===== config.mk =====
export PLATFORM = sky130hd
export DESIGN_NAME = rect_fill_engine
export DESIGN_NICKNAME = d
export VERILOG_FILES = /design/src/rtl/rect_fill_engine.sv
export SDC_FILE = /design/constraint.sdc
export NUM_CORES = 1
export LEC_CHECK = 0
export CORE_MARGIN = 2
export CORE_UTILIZATION = 55
export DETAILED_ROUTE_END_ITERATION = 10
export GPL_ROUTABILITY_DRIVEN = 0
export GPL_TIMING_DRIVEN = 0
export PLACE_DENSITY = 0.83
export SLEW_MARGIN = 20
export SYNTH_ARGS = -nofsm -noshare
export SYNTH_HDL_FRONTEND = slang
export SYNTH_SLANG_ARGS = --single-unit

===== constraint.sdc =====
create_clock -name clk -period 3.8 [get_ports clk]
set_input_delay 1.14 -clock clk [delete_from_list [all_inputs] [get_ports clk]]
set_output_delay 1.14 -clock clk [all_outputs]
set_load 0.03 [all_outputs]

===== src/rtl/rect_fill_engine.sv =====
// rect_fill_engine
//   Takes one rectangle fill command (origin, size, 8-bit colour), clips it to
//   the visible screen and walks the clipped area row-major (x fastest).
//   It issues one pixel request per covered pixel to the pixel writer, and the
//   writer's ready paces those requests.
//
// Ports
//   clk, rst           : clock and asynchronous active-high reset
//   clear_screen_done  : from pixel writer; commands are not accepted while low
//   cmd_valid/cmd_ready: command handshake (cmd_ready is combinational)
//   cmd_x/y/w/h/rgb    : rectangle origin, size (0 = empty) and fill colour
//   busy               : high while a command is in SETUP or EMIT
//   pixel_en           : pixel request valid
//   pixel_rgb/x/y      : registered pixel colour and coordinates
//   pixel_wr_done      : pixel writer ready; transfer = pixel_en && pixel_wr_done
module rect_fill_engine #(
  parameter int SCREEN_W = 256,
  parameter int SCREEN_H = 192
) (
  input  logic       clk,
  input  logic       rst,
  input  logic       clear_screen_done,
  input  logic       cmd_valid,
  output logic       cmd_ready,
  input  logic [7:0] cmd_x,
  input  logic [7:0] cmd_y,
  input  logic [7:0] cmd_w,
  input  logic [7:0] cmd_h,
  input  logic [7:0] cmd_rgb,
  output logic       busy,
  output logic       pixel_en,
  output logic [7:0] pixel_rgb,
  output logic [7:0] pixel_x,
  output logic [7:0] pixel_y,
  input  logic       pixel_wr_done
);

  typedef enum logic [1:0] {IDLE, SETUP, EMIT} state_t;

  // Clip limits and off-screen threshold in 9 bits so the end-coordinate sums
  // can exceed 255 without wrapping.
  localparam logic [8:0] X_MAX = 9'(SCREEN_W - 1);
  localparam logic [8:0] Y_MAX = 9'(SCREEN_H - 1);
  localparam logic [8:0] Y_LIM = 9'(SCREEN_H);

  state_t     state_q, state_d;
  logic [7:0] x0_q, x0_d;
  logic [7:0] y0_q, y0_d;
  logic [7:0] w_q, w_d;
  logic [7:0] h_q, h_d;
  logic [7:0] rgb_q, rgb_d;
  logic [7:0] x_end_q, x_end_d;
  logic [7:0] y_end_q, y_end_d;
  logic       pixel_en_q, pixel_en_d;
  logic [7:0] pixel_x_q, pixel_x_d;
  logic [7:0] pixel_y_q, pixel_y_d;
  logic [7:0] pixel_rgb_q, pixel_rgb_d;

  logic [8:0] x_sum, y_sum;
  logic       empty_cmd;
  logic       xfer;

  assign cmd_ready = (state_q == IDLE) && clear_screen_done;
  assign busy      = (state_q != IDLE);
  assign pixel_en  = pixel_en_q;
  assign pixel_x   = pixel_x_q;
  assign pixel_y   = pixel_y_q;
  assign pixel_rgb = pixel_rgb_q;

  // Inclusive end coordinates; only meaningful when w and h are non-zero.
  assign x_sum     = {1'b0, x0_q} + {1'b0, w_q} - 9'd1;
  assign y_sum     = {1'b0, y0_q} + {1'b0, h_q} - 9'd1;
  assign empty_cmd = (w_q == 8'd0) || (h_q == 8'd0) || ({1'b0, y0_q} >= Y_LIM);
  assign xfer      = pixel_en_q && pixel_wr_done;

  always_ff @(posedge clk or posedge rst) begin
    if (rst) begin
      state_q     <= IDLE;
      x0_q        <= 8'd0;
      y0_q        <= 8'd0;
      w_q         <= 8'd0;
      h_q         <= 8'd0;
      rgb_q       <= 8'd0;
      x_end_q     <= 8'd0;
      y_end_q     <= 8'd0;
      pixel_en_q  <= 1'b0;
      pixel_x_q   <= 8'd0;
      pixel_y_q   <= 8'd0;
      pixel_rgb_q <= 8'd0;
    end else begin
      state_q     <= state_d;
      x0_q        <= x0_d;
      y0_q        <= y0_d;
      w_q         <= w_d;
      h_q         <= h_d;
      rgb_q       <= rgb_d;
      x_end_q     <= x_end_d;
      y_end_q     <= y_end_d;
      pixel_en_q  <= pixel_en_d;
      pixel_x_q   <= pixel_x_d;
      pixel_y_q   <= pixel_y_d;
      pixel_rgb_q <= pixel_rgb_d;
    end
  end

  always_comb begin
    state_d     = state_q;
    x0_d        = x0_q;
    y0_d        = y0_q;
    w_d         = w_q;
    h_d         = h_q;
    rgb_d       = rgb_q;
    x_end_d     = x_end_q;
    y_end_d     = y_end_q;
    pixel_en_d  = pixel_en_q;
    pixel_x_d   = pixel_x_q;
    pixel_y_d   = pixel_y_q;
    pixel_rgb_d = pixel_rgb_q;

    unique case (state_q)
      IDLE: begin
        if (cmd_valid && cmd_ready) begin
          x0_d    = cmd_x;
          y0_d    = cmd_y;
          w_d     = cmd_w;
          h_d     = cmd_h;
          rgb_d   = cmd_rgb;
          state_d = SETUP;
        end
      end

      SETUP: begin
        x_end_d = (x_sum > X_MAX) ? X_MAX[7:0] : x_sum[7:0];
        y_end_d = (y_sum > Y_MAX) ? Y_MAX[7:0] : y_sum[7:0];
        if (empty_cmd) begin
          state_d = IDLE;
        end else begin
          pixel_x_d   = x0_q;
          pixel_y_d   = y0_q;
          pixel_rgb_d = rgb_q;
          pixel_en_d  = 1'b1;
          state_d     = EMIT;
        end
      end

      EMIT: begin
        // Outputs hold while the writer is not ready; advance only on transfer.
        if (xfer) begin
          if (pixel_x_q != x_end_q) begin
            pixel_x_d = pixel_x_q + 8'd1;
          end else if (pixel_y_q != y_end_q) begin
            pixel_x_d = x0_q;
            pixel_y_d = pixel_y_q + 8'd1;
          end else begin
            pixel_en_d = 1'b0;
            state_d    = IDLE;
          end
        end
      end

      default: state_d = IDLE;
    endcase
  end

endmodule


==> summary by stage, run 1 <==
Setup path
The startpoint type of the worst setup path is an input port. STA classifies the critical path endpoint as an output port. Data on the critical path is required at its endpoint by 2660 ps. The critical path goes through clkdlybuf4s50_1, inv_1, nor2_1, clkdlybuf4s50_1. The critical path's most frequent cell is clkdlybuf4s50_1. In this run the worst path has a maximum fanout of 2. On the worst path, the slowest cell contributes a delay of 690 ps. For the worst flop-to-flop path, the logic depth is 10. The worst setup path is of the in -> out kind. The largest individual stage delay along the critical path comes from the cell clkdlybuf4s50_1. In this run the critical register-to-register path is captured at x_end_q[7]$_DFFE_PP0P_. The register-to-register setup slack is 1190 ps. Data arrives at the worst endpoint at 2440 ps. The startpoint identified for the worst register-to-register timing path is x0_q[2]$_DFFE_PP0P_.

Route
The total vias in the final route is 4,108. The number of optimization iterations in the first detailed-route pass is 7. The DRC violation count after routing is 0. The antenna violation net count after detailed routing is 0.

After detailed routing, the total wire length is 11,500 um. In the final routed layout, each cell accounts on average for 15.8 um. The detail-routed via count per cell is 5.65.

The iteration-0 DRC count of the detailed router is 204.

Synth
Synthesis handed over a netlist of 534 instances. The number of warnings printed during yosys synthesis is 0. The most common cell in the synthesized netlist is dfrtp_1. The most frequently used flop master after synthesis is dfrtp_1. The number of distinct library cells after synthesis is 60.

Summing the areas of all xor and xnor instances in the mapped netlist gives 4.60% of the synthesized area. After synthesis, the mean cell area works out to 8.91 sq um. In this run, synthesis produced a sequential element count of 83.

The biggest area contributor in the post-synthesis netlist is dfrtp_1. After synthesis the cells add up to 4760 sq um. The compound-cell area share of the yosys netlist is 17.0%. Of the total synthesized cell area, the portion taken by full adders, half adders and majority gates is 9.26%.

The simple-gate area share of the yosys netlist is 15.9%. The commonest cells after synthesis are dfrtp_1, nand2_1, inv_1, o21ai_0, nor2_1. The number of synthesized flops with an enable pin is 0. The share of the synthesized area in the top cell type is 43.6%. The portion of netlist area occupied by mux cells is 2.10%. In the post-synthesis netlist, the biggest area contributors are dfrtp_1, ha_1, nand2_1.

The proportion of synthesized chip area in sequential cells is 43.6%. The net count of the mapped netlist is 613. The share of async-settable or async-resettable flops after synthesis is 100%. The largest family of logic cells by synthesized area is compound AO/OA/AOI/OAI gates.

Layout
The final layout contains 696 nets. The number of fill cells is 642. The number of diodes added for antenna fixing is 0. Summing all flip-flop and latch instances after layout gives 2080 sq um. The multi-input combinational cells in the finished layout cover a total of 2320 sq um.

The share of post-route cells with drive strength above 1 is 8.36%. The layout-stage area growth over the synthesis result is 22.8%.

Timing
Between clock sinks in the finished design, the worst skew comes to 9.93 ps. Summed over all failing endpoints, the final setup total negative slack is 0 ps. Of the available clock period, the critical path in the final layout requires 94.3%.

The worst path in the final design needs a cycle of 3580 ps, including I/O delays and setup. Based on the critical path, the design can be clocked at up to 279 MHz. For the pin with the worst max-slew slack, the measured transition is 590 ps. Setup repair after global routing left no endpoint under its margin. The final worst slack is 217 ps. The max-slew violation count is 0.

The relative slew slack is 60.4%. The count of endpoints failing hold in the final timing report is 0. The final count of negative-setup-slack endpoints is 0.

Power and ir drop
The fraction of power consumed by combinational cells is 60.8%. The leakage component of the power is 2.62 nW. The peak supply drop is 0.455 mV. The power density relative to cell area is 1010 nW/um^2.

The cell internal power dissipation is 3.16 mW. Net switching is 46.3% of the power. The power spent charging and discharging nets is 2.73 mW. The clock power share is 11.6%. The power share of the sequential group is 27.6%.

Floorplan
After floorplanning, the core was sized to cover 8300 sq um. The die extent in x is 97.0 um. Measured along the y axis, the die boundary spans 97.0 um. The die covers 9410 sq um. The initial utilization of the core area, before any placement, comes to 57.3%. The floorplan has 33 rows. In this run the count of I/O pins placed on the die edge is 72.

Clock tree
The number of resized instances in the post-cts repair step is 0. Clock latency on the worst-skew pair, taken at its later pin, is 370 ps. The number of clock buffers added by TritonCTS is 9. For this design, the CTS-stage hold fixing added 0 buffers. The number of clock sinks is 83. The maximum clock insertion buffer count is 2. The clock tree from TritonCTS is built. The total number of H-tree levels is 3. The number of setup buffers added after CTS is 0. Clock-pin slew was measured on the worst setup and hold paths at 80 ps. The library cell used as clock root buffer is clkbuf_8.

Global routing
Across every metal layer, demand over resource in global routing totals 25.5%. The first-pass GRT wire length is 19,400 um. The via count of the first global-routing pass is 4,106.

The total overflow left after global routing is 0. The initial antenna violation count is 0. The largest net degree at the start of global routing is 56.

Min path
The path category of the worst min-delay check is reg -> reg. The endpoint of the worst hold path is pixel_rgb[2]$_DFFE_PP0P_. The depth of the worst hold-timing path is 2. The startpoint identified for the worst hold timing path is rgb_q[2]$_DFFE_PP0P_.

Placed design
Detailed placement ended at an HPWL of 8790 um. Buffers placed on the I/O ports in this run total 71. At the placement stage, the worst setup path has a slack of 222 ps.

Outcome
The run finished with clean final reports.

Job
Across the run, the number of max-cap violations was 0.
## critical path, delay by kind of cell
family	cells	cell delay [ps]
simple gates	1	130
buf+inv	3	1180
## flip-flops by register name (all words and copies together) (netlist names)
register / count
h_q: 8
pixel_en: 1
pixel_rgb: 8
pixel_x: 8
pixel_y: 8
rgb_q: 8
state_q: 2
w_q: 8
x0_q: 8
x_end_q: 8
y0_q: 8
y_end_q: 8
## worst max-delay path by stage
stage                           start  depth (start not counted)                     end
detailed placement  clear_screen_done                          4               cmd_ready
global placement                  rst                          2  pixel_y[4]$_DFFE_PP0P_
global route        clear_screen_done                          4               cmd_ready
CTS                 clear_screen_done                          4               cmd_ready
finish              clear_screen_done                          4               cmd_ready
floorplan                         rst                          1      h_q[0]$_DFFE_PP0P_
## power groups by stage
stage	logic, mW	clock network, mW	registers, mW
2_1_floorplan	2.41	0	1.76
3_3_place_gp	3.35	0	1.61
3_5_place_dp	3.52	0	1.63
4_1_cts	3.56	0.685	1.62
5_1_grt	4.01	0.713	1.67
6_report	3.58	0.681	1.62
## area by class of cell
type,count,area share [%]
Buffer,19,1.67
Clock buffer,12,2.83
Clock inverter,4,0.814
Inverter,69,4.48
Multi-Input combinational cell,363,39.8
Sequential cell,83,35.5
Tap cell,105,2.25
Timing Repair Buffer,72,12.6
## cells in the final DEF (no fill, tap or decap), types with 9 or more instances in the layout
master | netlist | routed
clkbuf_1 | 9 | 9
nor2_1 | 36 | 36
a21oi_1 | 26 | 26
inv_1 | 69 | 68
dfrtp_1 | 83 | 83
xnor2_1 | 12 | 12
nand2_1 | 79 | 79
o21ai_0 | 49 | 49
xor2_1 | 13 | 13
clkdlybuf4s50_1 | 0 | 71
clkbuf_8 | 0 | 12
ha_1 | 32 | 32
## per-stage QoR
stage               instance area (sq um)  util, %  cells  power, mW  hold WS, ps
floorplan                            4760        -    534       4.17          434
global placement                     5600     67.5    710       4.96          443
detailed placement                   5630     67.8    711       5.15          462
CTS                                  5840     70.4    727       5.87          475
global route                         5840     70.4    727       6.40          500
finish                               5840     70.4    727       5.88          472
## cells by family (layout without fill, tap and decap cells)
logic type	after synthesis	after routing
AOI/OAI and AO/OA	131	131
xor gates and xnor gates	25	25
adders and majority gates	34	34
buffers and inverters	88	176
DFF	83	83
muxes	9	9
and+or+nand+nor	164	164
## per-layer routing
layer / share of wire, % / global-route usage [%] / vias to the layer above / wire length [um]
met5: 0 / 0 / - / 0
met4: 2.4 / 9.86 / 0 / 277
met3: 5.6 / 5.06 / 27 / 647
met2: 48 / 42.3 / 148 / 5560
met1: 44 / 33.2 / 1975 / 5010
li1: - / - / 1958 / -
(Power assumes the default switching activity.)
==> run 2, diff against run 1 <==
SETUP_SLACK_MARGIN = 0.1   (was default)
==> results of run 2 <==
Same layout as run 1: the final DEF is identical, and so are final timing and power.
==> run 3, diff against run 2 <==
CELL_PAD_IN_SITES_DETAIL_PLACEMENT = 0   (was default)
CELL_PAD_IN_SITES_GLOBAL_PLACEMENT = 1   (was default)
CORE_UTILIZATION = 41   (was 55)
GPL_TIMING_DRIVEN = default   (was 0)
PLACE_DENSITY = 0.82   (was 0.83)
clock period = 3.6 ns   (was 3.8 ns; I/O delays follow)
==> summary by stage, run 3 (synthesized netlist as in run 1, its figures left out) <==
Power and ir drop
The peak supply drop is 0.422 mV (was 0.455 mV). The power density relative to cell area is 1080 nW/um^2 (was 1010 nW/um^2). The leakage component of the power came to 2.66 nW (was 2.62 nW). The total power was 6.42 mW (was 5.88 mW).

Setup path
The data required time of the worst path is 2520 ps (was 2660 ps). Crit path cell chain: clkdlybuf4s50_1, inv_1, nor2_1, dlymetal6s2s_1 (was clkdlybuf4s50_1, inv_1, nor2_1, clkdlybuf4s50_1). The critical path's slowest cell is clkdlybuf4s50_1 (unchanged).

The type of element capturing the critical path is an output port (unchanged). The maximum fanout encountered on the critical timing path was 2 (unchanged). The critical path start-end classification is in -> out (unchanged). The register-to-register setup slack is 890 ps (was 1190 ps). The data arrival at the endpoint of the critical path is 1980 ps (was 2440 ps). The delay contributed by the slowest stage of the critical path came to 460 ps (was 690 ps). The startpoint type of the worst setup path is an input port (unchanged).

Route
The total vias in the final route is 3,863 (was 4,108). The iteration-0 DRC count of the detailed router was 173 (was 204). The average detailed-routed wire length per instance is 14.3 um (was 15.8 um). The final wirelength is 10,700 um (was 11,500 um). The number of optimization iterations in the first detailed-route pass is 4 (was 7). The DRC violation count after routing is 0 (unchanged).

The antenna violation net count after detailed routing is 0 (unchanged). The detail-routed via count per cell is 5.14 (was 5.65).

Clock tree
The clock-pin slew on the worst setup and hold paths is 60 ps (was 80 ps). The clock tree from TritonCTS was built (unchanged). The number of buffers inserted during clock tree synthesis is 9 (unchanged). The library cell used as clock root buffer is clkbuf_16 (was clkbuf_8).

The total number of H-tree levels came to 3 (unchanged). The number of clock sinks was 83 (unchanged). The maximum clock insertion buffer count is 2 (unchanged). The number of setup buffers added after CTS was 0 (unchanged). The later-pin clock latency in the skew report is 330 ps (was 370 ps).

Layout
The number of diodes added for antenna fixing is 0 (unchanged). The share of post-route cells with drive strength above 1 came to 7.89% (was 8.36%). The sequential cell area is 2080 sq um (unchanged). The layout-stage area growth over the synthesis result was 25.3% (was 22.8%). The number of fill cells is 1,075 (was 642). Most frequent cells in the layout: dfrtp_1, nand2_1, clkdlybuf4s50_1 (unchanged). The multi-input combinational cell area is 2330 sq um (was 2320 sq um). The commonest non-fill, non-tap cell in the layout is dfrtp_1 (unchanged).

The number of nets in the layout is 683 (was 696). The end-of-flow core utilization is 52.4% (was 70.4%).

Global routing
The first-pass GRT wire length is 18,500 um (was 19,400 um). The largest net degree at the start of global routing came to 36 (was 56). The overflow left after global routing was 0 (unchanged). The via count of the first global-routing pass is 3,863 (was 4,106). The initial antenna violation count was 0 (unchanged). The overall routing resource usage is 18.3% (was 25.5%).

Timing
The worst clock skew is 8.65 ps (was 9.93 ps). The worst-margin pin slew came to 910 ps (was 590 ps). The relative slew slack was 39.0% (was 60.4%). Unrepaired setup endpoints after global routing: false (unchanged). The count of endpoints failing hold in the final timing report came to 0 (unchanged).

Timing would allow up to 327 MHz. Dividing the final minimum period by the clock period gives 85.0%. The final sum of negative setup slack is 0 ps (unchanged).

The max-slew violation count is 0 (unchanged). The post-route minimum period is 3060 ps. The final count of negative-setup-slack endpoints is 0 (unchanged).

Floorplan
The effective utilization at floorplan was 41.9% (was 57.3%). The die area is 12,500 sq um (was 9410 sq um). The die extent in x is 112 um (was 97.0 um). The core outline area is 11,400 sq um (was 8300 sq um). The overall die height is 112 um (was 97.0 um). The number of standard-cell rows in the floorplan is 39 (was 33). The count of pins on the block boundary is 72 (unchanged).

Placed design
The count of buffers from port buffering was 71 (unchanged). The detailed-placement wirelength estimate is 8260 um (was 8790 um).

Job
The max-capacitance violation count is 0 (unchanged).

Outcome
Outcome: completed (unchanged).

Min path
The path category of the worst min-delay check is reg -> reg (unchanged).
==> run 3: through the flow <==
step	cells	hold slack [ps]	worst slack, ps	area (sq um)
2_1_floorplan	534	434	383	4760
3_3_place_gp	736	445	160	5620
3_5_place_dp	736	463	157	5620
4_1_cts	751	466	143	5960
5_1_grt	751	497	486	5960
6_report	751	466	540	5960
==> run 3: final timing paths <==
path	startpoint	end	cells after the start
max	clear_screen_done	cmd_ready	4
min	rgb_q[3]$_DFFE_PP0P_	pixel_rgb[3]$_DFFE_PP0P_	2
max reg2reg	x0_q[2]$_DFFE_PP0P_	x_end_q[6]$_DFFE_PP0P_	10
min reg2reg	rgb_q[3]$_DFFE_PP0P_	pixel_rgb[3]$_DFFE_PP0P_	2
max in group asynchronous	rst	y0_q[3]$_DFFE_PP0P_	3
min in group asynchronous	rst	y_end_q[7]$_DFFE_PP0P_	2
==> run 3: metal layers <==
metal	share of wire [%]	track usage, %
met5	0	0
met4	1.6	6.67
met3	5.0	3.54
met2	44	28.7
met1	49	25.4
==> run 3: layout make-up <==
type / instances / area share, %
repair buffers: 78 / 13.1
clock buffers: 11 / 4.07
well taps: 143 / 3.00
flip-flops and latches: 83 / 34.8
clock inverters: 4 / 1.66
multi-input cells: 363 / 39.0
inverters: 69 / 4.37
==> run 3: timing repair <==
| item | 4_1_cts | 5_1_grt |
|---|---|---|
| endpoints found under the setup margin | 0 | 1 |
| resized for setup | 0 | 1 |
| hold buffers | 0 | 0 |
==> run 3: power breakdown <==
group	total [mW]	switching (mW)	internal, mW
Sequential	1.71	0.361	1.35
Combinational	3.65	2.06	1.59
Clock	1.06	0.361	0.694
==> run 3: worst max-delay path, delay by kind of cell <==
| family | cells | cell delay [ps] |
|---|---|---|
| AND/OR/NAND/NOR | 1 | 110 |
| buffers and inverters | 3 | 800 |
